===== src/rtl/seq_addsub_if.sv =====
// Operand/result bundle for the chunked sequential adder/subtractor.
//   master : issues start/a/b/cin/s_op, observes s/cout/ovf/busy/done
//   slave  : the arithmetic block itself
interface seq_addsub_if #(
    parameter int WIDTH = 16
);
    logic             start;
    logic [WIDTH-1:0] a;
    logic [WIDTH-1:0] b;
    logic             cin;
    logic             s_op;
    logic [WIDTH-1:0] s;
    logic             cout;
    logic             ovf;
    logic             busy;
    logic             done;

    modport master (
        output start, a, b, cin, s_op,
        input  s, cout, ovf, busy, done
    );

    modport slave (
        input  start, a, b, cin, s_op,
        output s, cout, ovf, busy, done
    );
endinterface


===== src/rtl/seq_addsub.sv =====
// Sequential adder/subtractor that processes CHUNK bits per clock, LSB first.
// Ports:
//   clk   : rising-edge clock
//   rst_n : asynchronous active-low reset
//   bus   : seq_addsub_if.slave -- start/a/b/cin/s_op in; s/cout/ovf/busy/done out
// Subtraction is a - b computed as a + ~b + !cin, so cout=1 means no borrow.
//
// state | meaning
// ------+--------------------------------------------------------------
// IDLE  | waiting for start; operands captured on the start edge
// RUN   | one chunk added per cycle; busy=1
// DONE  | one-cycle done pulse; s/cout/ovf were loaded entering this state
module seq_addsub #(
    parameter int WIDTH = 16,
    parameter int CHUNK = 4
) (
    input  logic        clk,
    input  logic        rst_n,
    seq_addsub_if.slave bus
);
    localparam int NCH = WIDTH / CHUNK;
    localparam int CW  = (NCH > 1) ? $clog2(NCH) : 1;

    if ((WIDTH % CHUNK) != 0) begin : g_bad_chunk
        $error("seq_addsub: WIDTH must be a multiple of CHUNK");
    end

    typedef enum logic [1:0] {IDLE, RUN, DONE} state_t;

    state_t           state_q, state_d;
    logic [WIDTH-1:0] a_q, b_q, sum_q, sum_d;
    logic             carry_q, carry_d;
    logic [CW-1:0]    idx_q;
    logic [WIDTH-1:0] s_q;
    logic             cout_q, ovf_q;

    logic [CHUNK-1:0] a_chunk, b_chunk, chunk_s;
    logic             last_chunk;
    logic             c_into_msb;

    assign last_chunk = (idx_q == CW'(NCH - 1));

    always_comb begin
        a_chunk = a_q[idx_q*CHUNK +: CHUNK];
        b_chunk = b_q[idx_q*CHUNK +: CHUNK];
        {carry_d, chunk_s} = {1'b0, a_chunk} + {1'b0, b_chunk} + {{CHUNK{1'b0}}, carry_q};
        // Carry into the top bit recovered from its sum bit; only meaningful on the last chunk.
        c_into_msb = a_chunk[CHUNK-1] ^ b_chunk[CHUNK-1] ^ chunk_s[CHUNK-1];
        sum_d = sum_q;
        sum_d[idx_q*CHUNK +: CHUNK] = chunk_s;
    end

    always_comb begin
        state_d = state_q;
        case (state_q)
            IDLE:    if (bus.start) state_d = RUN;
            RUN:     if (last_chunk) state_d = DONE;
            DONE:    state_d = IDLE;
            default: state_d = IDLE;
        endcase
    end

    always_ff @(posedge clk or negedge rst_n) begin
        if (!rst_n) begin
            state_q <= IDLE;
            a_q     <= '0;
            b_q     <= '0;
            sum_q   <= '0;
            carry_q <= 1'b0;
            idx_q   <= '0;
            s_q     <= '0;
            cout_q  <= 1'b0;
            ovf_q   <= 1'b0;
        end else begin
            state_q <= state_d;
            case (state_q)
                IDLE: begin
                    if (bus.start) begin
                        a_q     <= bus.a;
                        b_q     <= bus.s_op ? ~bus.b : bus.b;
                        carry_q <= bus.s_op ? ~bus.cin : bus.cin;
                        idx_q   <= '0;
                    end
                end
                RUN: begin
                    sum_q   <= sum_d;
                    carry_q <= carry_d;
                    if (last_chunk) begin
                        // Partial sums live only in sum_q; s changes once per operation.
                        s_q    <= sum_d;
                        cout_q <= carry_d;
                        ovf_q  <= c_into_msb ^ carry_d;
                    end else begin
                        idx_q <= idx_q + 1'b1;
                    end
                end
                default: ;
            endcase
        end
    end

    assign bus.s    = s_q;
    assign bus.cout = cout_q;
    assign bus.ovf  = ovf_q;
    assign bus.busy = (state_q == RUN);
    assign bus.done = (state_q == DONE);
endmodule


===== src/flat_wrapper.sv =====
// flat-port wrapper written by rule: the top's interface ports become plain ports
module seq_addsub_flat 
#(
    parameter int WIDTH = 16,
    parameter int CHUNK = 4
)
  (clk, rst_n, bus_start, bus_a, bus_b, bus_cin, bus_s_op, bus_s, bus_cout, bus_ovf, bus_busy, bus_done);
  seq_addsub_if #(.WIDTH(WIDTH)) bus_i ();
  input  logic clk;
  input  logic rst_n;
  input wire logic [$bits(bus_i.start)-1:0] bus_start;
  input wire logic [$bits(bus_i.a)-1:0] bus_a;
  input wire logic [$bits(bus_i.b)-1:0] bus_b;
  input wire logic [$bits(bus_i.cin)-1:0] bus_cin;
  input wire logic [$bits(bus_i.s_op)-1:0] bus_s_op;
  output wire logic [$bits(bus_i.s)-1:0] bus_s;
  output wire logic [$bits(bus_i.cout)-1:0] bus_cout;
  output wire logic [$bits(bus_i.ovf)-1:0] bus_ovf;
  output wire logic [$bits(bus_i.busy)-1:0] bus_busy;
  output wire logic [$bits(bus_i.done)-1:0] bus_done;
  assign bus_i.start = bus_start;
  assign bus_i.a = bus_a;
  assign bus_i.b = bus_b;
  assign bus_i.cin = bus_cin;
  assign bus_i.s_op = bus_s_op;
  assign bus_s = bus_i.s;
  assign bus_cout = bus_i.cout;
  assign bus_ovf = bus_i.ovf;
  assign bus_busy = bus_i.busy;
  assign bus_done = bus_i.done;
  seq_addsub #(.WIDTH(WIDTH), .CHUNK(CHUNK)) u_core (.clk(clk), .rst_n(rst_n), .bus(bus_i));
endmodule

===== config.mk =====
export PLATFORM = sky130hd
export DESIGN_NAME = seq_addsub_flat
export DESIGN_NICKNAME = d
export VERILOG_FILES = /design/src/rtl/seq_addsub_if.sv /design/src/rtl/seq_addsub.sv /design/src/flat_wrapper.sv
export SDC_FILE = /design/constraint.sdc
export NUM_CORES = 1
export LEC_CHECK = 0
export ABC_CLOCK_PERIOD_IN_PS = 6500
export BUFFER_PORTS_ARGS = -buffer_cell sky130_fd_sc_hd__buf_2
export CORE_UTILIZATION = 39
export CTS_CLUSTER_DIAMETER = 40
export DETAILED_ROUTE_END_ITERATION = 8
export PLACE_DENSITY = 0.68
export REMOVE_ABC_BUFFERS = 1
export SLEW_MARGIN = 20
export SYNTH_ARGS = -nofsm -noshare
export SYNTH_HDL_FRONTEND = slang
export SYNTH_SLANG_ARGS = --single-unit

===== constraint.sdc =====
create_clock -name clk -period 6.5 [get_ports clk]
set_input_delay 0.325 -clock clk [delete_from_list [all_inputs] [get_ports clk]]
set_output_delay 0.325 -clock clk [all_outputs]
set_load 0.005 [all_outputs]

After elaboration in Yosys (flattened, before gate mapping)
Cells that the tools add are included.
{ "classes": {"reduce_logical": 7, "bitwise_logic": 5, "n_eq_ne": 6, "shift": 4, "add_sub_neg": 4, "n_mux": 11} }
{ "op_table": {"columns": ["operator", "count"], "rows": [
  ["4-bit negator with 34-bit output", 1],
  ["4-bit by 34-bit variable shift with 16-bit output (first input constant)", 1],
  ["4-bit by 34-bit variable part select with 16-bit output", 1],
  ["16-bit by 5-bit variable part select with 4-bit output", 2],
  ["16-bit bitwise mux", 1],
  ["16-bit 2-to-1 mux", 1],
  ["16-bit NOT", 1],
  ["2-bit 2-to-1 mux", 4],
  ["2-bit one-hot mux with 2 select lines", 2],
  ["2-bit AND reduction", 4],
  ["4-bit by 4-bit adder with 5-bit output", 1],
  ["5-bit by 1-bit adder with 5-bit output", 1],
  ["2-bit equality test (second input constant)", 2],
  ["2-bit != test (second input constant)", 2],
  ["3-bit AND reduction", 1],
  ["1-bit XOR", 3],
  ["2-bit by 1-bit adder with 2-bit output (second input constant)", 1],
  ["2-bit by 1-bit equality test with 1-bit output (second input constant)", 1],
  ["2-bit logical NOT", 1],
  ["1-bit 2-to-1 mux", 2],
  ["2-bit by 1-bit != test with 1-bit output (second input constant)", 1],
  ["1-bit one-hot mux with 2 select lines", 1],
  ["2-bit nonzero test", 1],
  ["1-bit NOT", 1]
]} }
{ "totals": {"ff_bits": 71, "input_bits": 37, "output_inout_bits": 20, "elab_cells": 46} }

Longest topological paths before layout
Gate-level depths: netlist (run 1).
{ "depth": {"word_depth": 5, "ltp_mapped": 9, "ltp_nobuf": 8} }

Worst setup path after synthesis (run 1)
Ideal clock, no wire load.
{ "synth_timing": {"path_kind": "reg-to-reg", "start": "register u_core.idx_q[0]", "end": "register u_core.sum_q[1]", "path_stages_with_launch": 8, "setup_ps": 67, "slack_ps": 3914, "arrival_time_ps": 2519, "period_less_slack_ps": 2586, "required_time_ps": 6433, "path_buffers": 1, "path_cell_list": "dfrtp_1 -> buf_6 -> mux4_1 -> fa_1 -> inv_1 -> fa_1 -> nor2_1 -> a22o_1"} }
{ "synth_between": {"elab_chain_len": 5, "word_cells_on_any_way": 8, "classes_between": "3 x add/sub; 4 x shift; 1 x mux"} }
{ "synth_rtl": {"columns": ["item", "line_no", "source"], "rows": [
  ["start, declared", "seq_addsub.sv:33", "logic [CW-1:0] idx_q;"],
  ["start signal, assigned", "seq_addsub.sv:94", "idx_q <= idx_q + 1'b1;"],
  ["16-bit by 5-bit variable part select with 4-bit output (on tied branches)", "seq_addsub.sv:44, seq_addsub.sv:45", null],
  ["4-bit by 4-bit adder with 5-bit output", "seq_addsub.sv:46", "{carry_d, chunk_s} = {1'b0, a_chunk} + {1'b0, b_chunk} + {{CHUNK{1'b0}}, carry_q};"],
  ["5-bit by 1-bit adder with 5-bit output", "seq_addsub.sv:46", null],
  ["4-bit by 34-bit variable part select with 16-bit output", "seq_addsub.sv:50", "sum_d[idx_q*CHUNK +: CHUNK] = chunk_s;"],
  ["16-bit bitwise mux (*)", "seq_addsub.sv:50", null],
  ["end signal, assigned", "seq_addsub.sv:86", "sum_q <= sum_d;"],
  ["end, declared", "seq_addsub.sv:31", "logic [WIDTH-1:0] a_q, b_q, sum_q, sum_d;"]
]} }
Mark *: on every way between the ends. The rest lies on a longest branch, timed or not.
A chain may end at the register's enable or synchronous reset.

Worst setup path after layout (run 1)
{ "layout_timing": {"start": "register u_core.idx_q[0]", "end": "register u_core.sum_q[6]"} }
Same word-level chain as after synthesis.

==> impl_metrics.yaml, run 1 <==
hold_path:
  worst_hold_path_type: "input port to async pin"
layout:
  fin_nets: 389
  diodes: 0
  instances_no_fill: 450
  layout_common_cells: "71 x dfrtp_1, 56 x buf_2, 38 x nor2_1"
  drive_gt1_share_pct: 29.57
  area_delta_synth_final_pct: 15.31
  final_common_cell: "dfrtp_1"
  final_area_um2: 3958
route:
  drc: 0
  routed_wl_mm: 6.925
  avgViaCountPerCell: 5.207
  wl_per_cell_um: 15.39
  drt_pass1_iterations: 4
  drt_iter0_markers: 80
  ant_nets: 0
  route.vias.total: 2343
logic_synthesis:
  yosysWarnings: 0
  syn_area_per_cell_um2: 11.96
  syn_inst: 287
  ys_ff_latch: 71
  ys_seq_area_share_pct: 51.77
  syn_area_um2: 3432
  ys_types: 35
global_routing:
  grt_pass1_wl_mm: 11.56
  grtUsageMet1_pct: 23.01
  grt_overflow: 0
  grt_max_degree: 72
  gr-usage-met3_pct: 6.240
  grtUsageTotal_pct: 17.02
  grt_pass1_vias: 2315
  antenna_found_initial: 0
  grt_busiest_layer: "met2"
  globalRouteMet2Util_pct: 25.89
clock_network:
  cts_sinks: 71
  cts_tree: "done"
  clockBufferDepth: 2
  clk_pin_slew_ns: 0.07
  htree_levels: 3
  cts_setup_buffers: 0
  cts-buffers-inserted: 9
  ctsResizeCount: 0
  clock_latency_ns: 0.35
  clockRootBuffer: "clkbuf_8"
  hold_buffers: 0
power_and_ir_drop:
  ir_worst_vdd_uv: 238.1
  power_density_nw_per_um2: 565.7
  leakage_nw: 1.772
  totalPowerFinal_w: 0.002239
sta:
  worst_slack_ns: 3.488
  worst_pin_slew_ns: 0.8867
  max_slew_margin_pct: 40.88
  rsz0062_at_grt: "no"
  period_minus_slack_ns: 3.012
  skew_ns: 0.01088
  hold_viol_final: 0
  setup_violations: 0
  final.period_utilization_pct: 46.34
  clock.fmax_ghz: 0.3320
  fin_tns_setup_ns: 0
  finalMaxSlewViolations: 0
critical_path:
  cp_max_fo: 16
  crit_type: "flip-flop to flip-flop"
  rrSetupSlack_ns: 3.49
  path_cells: "mux4_1 -> fa_1 -> inv_1 -> fa_1 -> xnor2_1 -> and2_1 -> a22o_1"
  max_stage_delay_ns: 0.87
  cpLargestDelayFamily: "flip-flops"
  worstSetupStartpointType: "flip-flop"
  path_buf_inv: 1
  critPathCaptureType: "flip-flop"
  cp.arrival_ns: 3.26
  cpMaxStageDelayCell: "dfrtp_1"
  reg2reg_from: "u_core.idx_q[0]$_DFFE_PN0P_"
  worstRegToRegCells: 7
  reg2reg_to: "u_core.sum_q[6]$_DFFE_PN0P_"
  worstPathRequired_ns: 6.74
  crit_top_cell: "fa_1"
placed_design:
  place_congestion: 0.8158
  pre_cts_ws_ns: 3.441
  portBuffers: 56
  dp_hpwl_mm: 4.890
  placed_area_um2: 3779
  dp.cells: 435
floorplan:
  core_region_area_um2: 8382
  dieArea_um2: 9180
  start_util_pct: 40.95
  rows: 33
  ios: 57
  fp.dieW_um: 95.81
  dieHeight_um: 95.81
flow_run:
  max_cap_viol_count: 0
outcome:
  outcome: "complete, no violations"
==> layer usage <==
metal | vias to the layer above | wire length, um
li1 | 1129 | -
met1 | 1136 | 3213
met2 | 70 | 3245
met3 | 8 | 395
met4 | 0 | 70
met5 | - | 0
==> state kept, by name, indices dropped and copies added (netlist names) <==
name and cells:
u_core.state_q 2, u_core.sum_q 16, u_core.a_q 16, u_core.idx_q 2, u_core.bus.ovf 1, u_core.carry_q 1, u_core.b_q 16, u_core.bus.s 16
u_core.bus.cout 1
==> through the flow <==
step	hold slack [ns]	utilization, %
3_5_place_dp	0.4728	45.08
3_3_place_gp	0.4650	45.08
2_1_floorplan	0.02941	-
5_1_grt	0.1820	47.22
4_1_cts	0.1865	47.22
6_report	0.1693	47.22
==> Yosys cell counts <==
library cell / number / area [um2]
a221oi_1: 9 / 78.83
mux2_2: 17 / 191.4
and4b_2: 1 / 11.26
nor2_1: 38 / 142.6
fa_1: 2 / 40.04
nand3b_2: 1 / 11.26
a21oi_1: 23 / 115.1
nor2b_1: 4 / 25.02
mux4_2: 6 / 135.1
nor3b_1: 4 / 30.03
o211ai_1: 1 / 7.510
nor4_4: 1 / 21.27
mux4_1: 2 / 52.55
nand2_1: 14 / 52.55
ha_1: 9 / 112.6
clkbuf_1: 2 / 7.510
xor2_1: 1 / 8.760
and2_1: 1 / 6.260
buf_2: 9 / 45.04
a22o_1: 9 / 78.83
o21ai_1: 2 / 10.01
dfrtp_1: 71 / 1777
inv_1: 11 / 41.29
buf_6: 1 / 11.26
a21oi_2: 1 / 8.760
nand2b_1: 2 / 12.51
nor4b_4: 2 / 47.55
a21o_1: 1 / 7.510
a32o_1: 8 / 80.08
inv_2: 1 / 3.750
buf_4: 3 / 22.52
nor3b_2: 1 / 12.51
xnor2_1: 20 / 175.2
o21ai_0: 8 / 40.04
o2bb2ai_1: 1 / 8.760
==> layout make-up <==
cell class / instances / area (um2)
fill: 795 / 4424
tap: 105 / 131.4
clock buffer: 11 / 131.4
multi-input combinational: 189 / 1530
inverter: 12 / 45.04
timing repair buffer: 58 / 295.3
clock inverter: 4 / 47.55
sequential: 71 / 1777
==> cells by family after synthesis <==
group,count (synthesis),synth area share [%]
flops,71,51.77
simple gates,69,10.86
compound gates,63,12.69
buf+inv,27,3.828
mux,25,11.05
xor+xnor,21,5.359
fa+ha+maj,11,4.448
==> how the worst max path moves through the flow <==
stage / startpoint / end / slack, ns / cells after the start
floorplan: u_core.state_q[0]$_DFFE_PN0P_ / u_core.idx_q[0]$_DFFE_PN0P_ / 3.74 / 3
global placement: u_core.idx_q[0]$_DFFE_PN0P_ / u_core.sum_q[10]$_DFFE_PN0P_ / 3.51 / 7
CTS: u_core.idx_q[0]$_DFFE_PN0P_ / u_core.sum_q[1]$_DFFE_PN0P_ / 3.43 / 6
global route: u_core.idx_q[0]$_DFFE_PN0P_ / u_core.sum_q[5]$_DFFE_PN0P_ / 3.31 / 6
finish: u_core.idx_q[0]$_DFFE_PN0P_ / u_core.sum_q[6]$_DFFE_PN0P_ / 3.49 / 7
detailed placement: u_core.idx_q[0]$_DFFE_PN0P_ / u_core.sum_q[1]$_DFFE_PN0P_ / 3.44 / 6
==> where the power goes <==
group          internal [W]  switching [W]
registers          0.000635       0.000139
logic              0.000491       0.000645
clock network      0.000174       0.000156
Note: power is estimated with default switching activity, not from simulation.
==> inputs of run 2 (changes only) <==
--- a/config.mk
+++ b/config.mk
@@ -5,12 +5,12 @@
 export SDC_FILE = /design/constraint.sdc
 export NUM_CORES = 1
 export LEC_CHECK = 0
-export ABC_CLOCK_PERIOD_IN_PS = 6500
+export ABC_CLOCK_PERIOD_IN_PS = 2700
 export BUFFER_PORTS_ARGS = -buffer_cell sky130_fd_sc_hd__buf_2
 export CORE_UTILIZATION = 39
 export CTS_CLUSTER_DIAMETER = 40
 export DETAILED_ROUTE_END_ITERATION = 8
-export PLACE_DENSITY = 0.68
+export PLACE_DENSITY = 0.7
 export REMOVE_ABC_BUFFERS = 1
 export SLEW_MARGIN = 20
 export SYNTH_ARGS = -nofsm -noshare
==> constraint.sdc (replaced) <==
create_clock -name clk -period 2.7 [get_ports clk]
set_input_delay 0.135 -clock clk [delete_from_list [all_inputs] [get_ports clk]]
set_output_delay 0.135 -clock clk [all_outputs]
set_load 0.005 [all_outputs]
==> impl_metrics.yaml, run 2 (synthesis results as in run 1) <==
route:
  drc: 0
  wl_met1_mm: 3.276
  drt_iter0_markers: 89
  drt_pass1_iterations: 5
  top_layer_used: "met4"
  routed_wl_mm: 7.007
  wl_met2_mm: 3.297
  avgViaCountPerCell: 5.171
  ant_nets: 0
  wl_per_cell_um: 15.37
  route.vias.total: 2358
  wl_met3_um: 347
layout:
  drive_gt1_share_pct: 31.34
  area_delta_synth_final_pct: 17.39
  fin_nets: 394
  final_common_cell: "dfrtp_1"
  layout_common_cells: "71 x dfrtp_1, 56 x buf_2, 38 x nor2_1"
  diodes: 0
  n_fill_cell: 802
  final_area_um2: 4029
sta:
  max_slew_margin_pct: 45.51
  rsz0062_at_grt: "no"
  worst_pin_slew_ns: 0.8173
  finalMaxSlewViolations: 0
  hold_slack_ns: 0.02427
  skew_ns: 0.006646
  period_minus_slack_ns: 2.587
  hold_viol_final: 0
  final.period_utilization_pct: 95.81
  setup_violations: 0
  fin_tns_setup_ns: 0
  clock.fmax_ghz: 0.3866
critical_path:
  cp.arrival_ns: 2.87
  crit_cells: 6
  worstRegToRegCells: 6
  path_buf_inv: 1
  cpLargestDelayFamily: "adder cells"
  crit_top_cell: "fa_1"
  worstPathRequired_ns: 2.98
  cp_max_fo: 4
  path_cells: "mux4_1 -> fa_1 -> inv_1 -> fa_1 -> nor2_1 -> a22o_1"
  worstSetupStartpointType: "flip-flop"
  max_stage_delay_ns: 0.60
  crit_type: "flip-flop to flip-flop"
  cpMaxStageDelayCell: "mux4_1"
  critPathCaptureType: "flip-flop"
clock_network:
  clk_pin_slew_ns: 0.07
  clockRootBuffer: "clkbuf_8"
  cts-buffers-inserted: 9
  cts_tree: "done"
  cts_setup_buffers: 0
  htree_levels: 3
  clockBufferDepth: 2
  clock_latency_ns: 0.34
  cts_sinks: 71
floorplan:
  dieArea_um2: 9180
  ios: 57
  rows: 33
  start_util_pct: 40.95
  dieHeight_um: 95.81
  core_region_area_um2: 8382
  fp.dieW_um: 95.81
hold_path:
  worst_hold_path_type: "input port to flip-flop"
  holdPathStages: 2
placed_design:
  place_congestion: 0.8422
  placed_area_um2: 3821
  dp_hpwl_mm: 4.988
  portBuffers: 56
global_routing:
  antenna_found_initial: 0
  grt_max_degree: 49
  grt_pass1_vias: 2314
  grtUsageTotal_pct: 17.63
  grt_overflow: 0
  grt_pass1_wl_mm: 11.90
outcome:
  outcome: "complete, no violations"
power_and_ir_drop:
  ir_worst_vdd_uv: 664.7
  power_density_nw_per_um2: 1392
  leakage_nw: 1.815
flow_run:
  max_cap_viol_count: 0
## run 2: cell types whose count changed in the layout (fill, tap and decap cells not counted), sizes merged
cell,before,now
bufinv,1,0
dlygate4sd3,0,1
buf,58,62
clkinvlp,1,0
clkbuf,11,12
clkinv,2,4
## run 2: metal layers
metal	up-vias	global-route usage [%]
met2	64	26.90
met3	8	5.292
met1	1148	23.71
met5	-	0
met4	0	6.592
li1	1138	-
## run 2: cell type report
type | count | area, um2 | area share (%)
Multi-Input combinational cell | 189 | 1553 | 38.54
Sequential cell | 71 | 1777 | 44.10
Inverter | 12 | 45.04 | 1.118
Tap cell | 105 | 131.4 | 3.261
Clock buffer | 12 | 155.1 | 3.851
Clock inverter | 4 | 20.02 | 0.4969
Timing Repair Buffer | 63 | 347.8 | 8.634
## run 2: final timing paths
check / start / endpoint / slack [ns]
worst min register to register: u_core.bus.s[4]$_DFFE_PN0P_ / u_core.bus.s[4]$_DFFE_PN0P_ / 0.48
worst min-delay path: bus_a[5] / u_core.a_q[5]$_DFFE_PN0P_ / 0.02
max in group asynchronous: rst_n / u_core.a_q[5]$_DFFE_PN0P_ / 1.60
worst max-delay path: u_core.idx_q[0]$_DFFE_PN0P_ / u_core.sum_q[5]$_DFFE_PN0P_ / 0.11
worst max register to register: u_core.idx_q[0]$_DFFE_PN0P_ / u_core.sum_q[5]$_DFFE_PN0P_ / 0.11
min in group asynchronous: rst_n / u_core.bus.s[8]$_DFFE_PN0P_ / 0.42
## run 2: repair_timing
item,in CTS,in global routing
hold buffers,1,0
resized for setup,0,3
endpoints found under the hold margin,34,0
endpoints found under the setup margin,0,6
## run 2: report_power, final
part | switching [W] | total [W] | internal, W
Sequential | 0.000275 | 0.00180 | 0.00153
Clock | 0.000380 | 0.000758 | 0.000378
Combinational | 0.00176 | 0.00305 | 0.00129
## run 2: worst reg2reg max path, cell delays in order, from the launching register on
cell,delay [ns]
dfrtp_1,0.42
mux4_1,0.60
fa_1,0.43
inv_1,0.09
fa_1,0.44
nor2_1,0.34
a22o_1,0.22
## run 2: stage by stage
stage	worst slack, ns	std cells	total power (W)	util [%]
finish	0.1133	456	0.005608	48.07
global route	0.02285	456	0.006067	48.07
CTS	0.08530	456	0.005520	47.80
global placement	0.1490	439	0.004657	45.59
floorplan	-0.06289	272	0.003808	-
detailed placement	0.09825	439	0.004749	45.59
==> inputs of run 3 (changes only) <==
--- a/config.mk
+++ b/config.mk
@@ -7,11 +7,11 @@
 export LEC_CHECK = 0
 export ABC_CLOCK_PERIOD_IN_PS = 2700
 export BUFFER_PORTS_ARGS = -buffer_cell sky130_fd_sc_hd__buf_2
+export CORE_MARGIN = 4
 export CORE_UTILIZATION = 39
 export CTS_CLUSTER_DIAMETER = 40
 export DETAILED_ROUTE_END_ITERATION = 8
 export PLACE_DENSITY = 0.7
-export REMOVE_ABC_BUFFERS = 1
 export SLEW_MARGIN = 20
 export SYNTH_ARGS = -nofsm -noshare
 export SYNTH_HDL_FRONTEND = slang
==> impl_metrics.yaml, run 3 (synthesis results as in run 1) <==
critical_path:
  rrSetupSlack_ns: 0.18
  worstPathRequired_ns: 2.94
  crit_type: "flip-flop to flip-flop"
  cp.arrival_ns: 2.77
  cp_max_fo: 5
  critPathCaptureType: "flip-flop"
  reg2reg_to: "u_core.sum_q[10]$_DFFE_PN0P_"
  reg2reg_from: "u_core.idx_q[0]$_DFFE_PN0P_"
  worstSetupStartpointType: "flip-flop"
  worstRegToRegCells: 8
route:
  wl_per_cell_um: 15.61
  route.vias.total: 2465
  top_layer_used: "met4"
  drc: 0
  ant_nets: 0
  avgViaCountPerCell: 5.267
  wl_met1_mm: 3.305
  wl_met2_mm: 3.369
  routed_wl_mm: 7.304
  drt_pass1_iterations: 4
  wl_met3_um: 468
  drt_iter0_markers: 74
sta:
  period_minus_slack_ns: 2.525
  fin_tns_setup_ns: 0
  max_slew_margin_pct: 41.94
  clock.fmax_ghz: 0.3961
  finalMaxSlewViolations: 0
  skew_ns: 0.01205
  rsz0062_at_grt: "no"
  setup_violations: 0
  final.period_utilization_pct: 93.51
  worst_pin_slew_ns: 0.8710
  hold_viol_final: 0
global_routing:
  grt_pass1_wl_mm: 12.55
  grt_pass1_vias: 2474
  grtUsageTotal_pct: 15.50
  grt_max_degree: 52
  antenna_found_initial: 0
  grt_overflow: 0
hold_path:
  hp-start: "bus_a[12]"
  worst_hold_path_type: "input port to flip-flop"
  hold_end: "u_core.a_q[12]$_DFFE_PN0P_"
  holdPathStages: 2
outcome:
  outcome: "complete, no violations"
clock_network:
  clockBufferDepth: 2
  cts_sinks: 71
  clock_latency_ns: 0.36
  cts_setup_buffers: 0
  clockRootBuffer: "clkbuf_8"
  cts-buffers-inserted: 9
  htree_levels: 3
  clk_pin_slew_ns: 0.09
  cts_tree: "done"
layout:
  register_area_um2: 1777
  n_fill_cell: 766
  layout_common_cells: "71 x dfrtp_1, 56 x buf_2, 38 x nor2_1"
  drive_gt1_share_pct: 30.30
  area_delta_synth_final_pct: 20.67
  diodes: 0
  final_common_cell: "dfrtp_1"
  fin_nets: 406
  multi_input_area_um2: 1530
floorplan:
  dieArea_um2: 10370
  start_util_pct: 40.95
  ios: 57
  core_region_area_um2: 8382
  fp.dieW_um: 101.8
  rows: 33
  dieHeight_um: 101.8
placed_design:
  dp_hpwl_mm: 5.352
  place_congestion: 0.8693
  portBuffers: 56
logic_synthesis:
  syn_nets: 335
power_and_ir_drop:
  leakage_nw: 1.857
  ir_worst_vdd_uv: 712.4
  totalPowerFinal_w: 0.005513
  power_density_nw_per_um2: 1331
flow_run:
  max_cap_viol_count: 0
[run 3: changes by cell type in the layout (fill, tap and decap cells not counted), sizes merged]
| cell | previous run | this run |
|---|---|---|
| dlygate4sd3 | 1 | 12 |
| clkbuf | 12 | 9 |
| inv | 12 | 14 |
| buf | 62 | 63 |
| bufinv | 0 | 1 |
| clkinv | 4 | 3 |
| clkinvlp | 0 | 1 |
[run 3: cell type report]
| type | instances | share of cell area (%) |
|---|---|---|
| Clock inverter | 7 | 1.964 |
| Multi-Input combinational cell | 189 | 36.95 |
| Tap cell | 105 | 3.172 |
| Sequential cell | 71 | 42.90 |
| Timing Repair Buffer | 75 | 10.94 |
| Clock buffer | 9 | 2.991 |
| Inverter | 12 | 1.088 |
[run 3: per-stage QoR]
stage,hold WS [ns],utilization [%],instance area [um2],setup slack [ns],std cells
floorplan,-0.1606,-,3432,0.1140,287
global placement,0.2807,45.53,3816,0.2446,440
detailed placement,0.2980,45.53,3816,0.2009,440
CTS,0.002926,49.41,4141,0.1839,468
global route,0.002087,49.41,4141,0.02021,468
finish,0.008675,49.41,4141,0.1751,468
[run 3: how the worst max path moves through the flow]
stage | end | startpoint | cells past startpoint
final | u_core.sum_q[10]$_DFFE_PN0P_ | u_core.idx_q[0]$_DFFE_PN0P_ | 8
after detailed placement | u_core.sum_q[10]$_DFFE_PN0P_ | u_core.idx_q[0]$_DFFE_PN0P_ | 8
after global routing | u_core.sum_q[2]$_DFFE_PN0P_ | u_core.idx_q[0]$_DFFE_PN0P_ | 8
after global placement | u_core.sum_q[2]$_DFFE_PN0P_ | u_core.idx_q[0]$_DFFE_PN0P_ | 8
after CTS | u_core.sum_q[10]$_DFFE_PN0P_ | u_core.idx_q[0]$_DFFE_PN0P_ | 8
after floorplan | u_core.sum_q[1]$_DFFE_PN0P_ | u_core.idx_q[0]$_DFFE_PN0P_ | 7
[run 3: worst max-delay path, cell delays in order, from the launching register on]
cell,delay (ns)
dfrtp_1,0.39
buf_4,0.16
mux4_2,0.51
fa_1,0.41
inv_1,0.09
fa_1,0.19
xnor2_1,0.18
and2_1,0.25
a22o_1,0.23
[run 3: per-layer routing]
layer	vias up	GRT usage [%]
met5	-	0
met3	17	4.369
met1	1198	21.22
met2	84	23.89
met4	0	5.348
li1	1166	-
[run 3: where the power goes]
| group | internal, W | switching [W] |
|---|---|---|
| logic | 0.00123 | 0.00162 |
| clock network | 0.000437 | 0.000431 |
| registers | 0.00153 | 0.000274 |
| total | 0.00319 | 0.00232 |
[run 3: repair_timing]
action	4_1_cts	5_1_grt
hold buffers	12	0
resized for setup	0	0
endpoints found under the setup margin	0	0
endpoints found under the hold margin	46	0
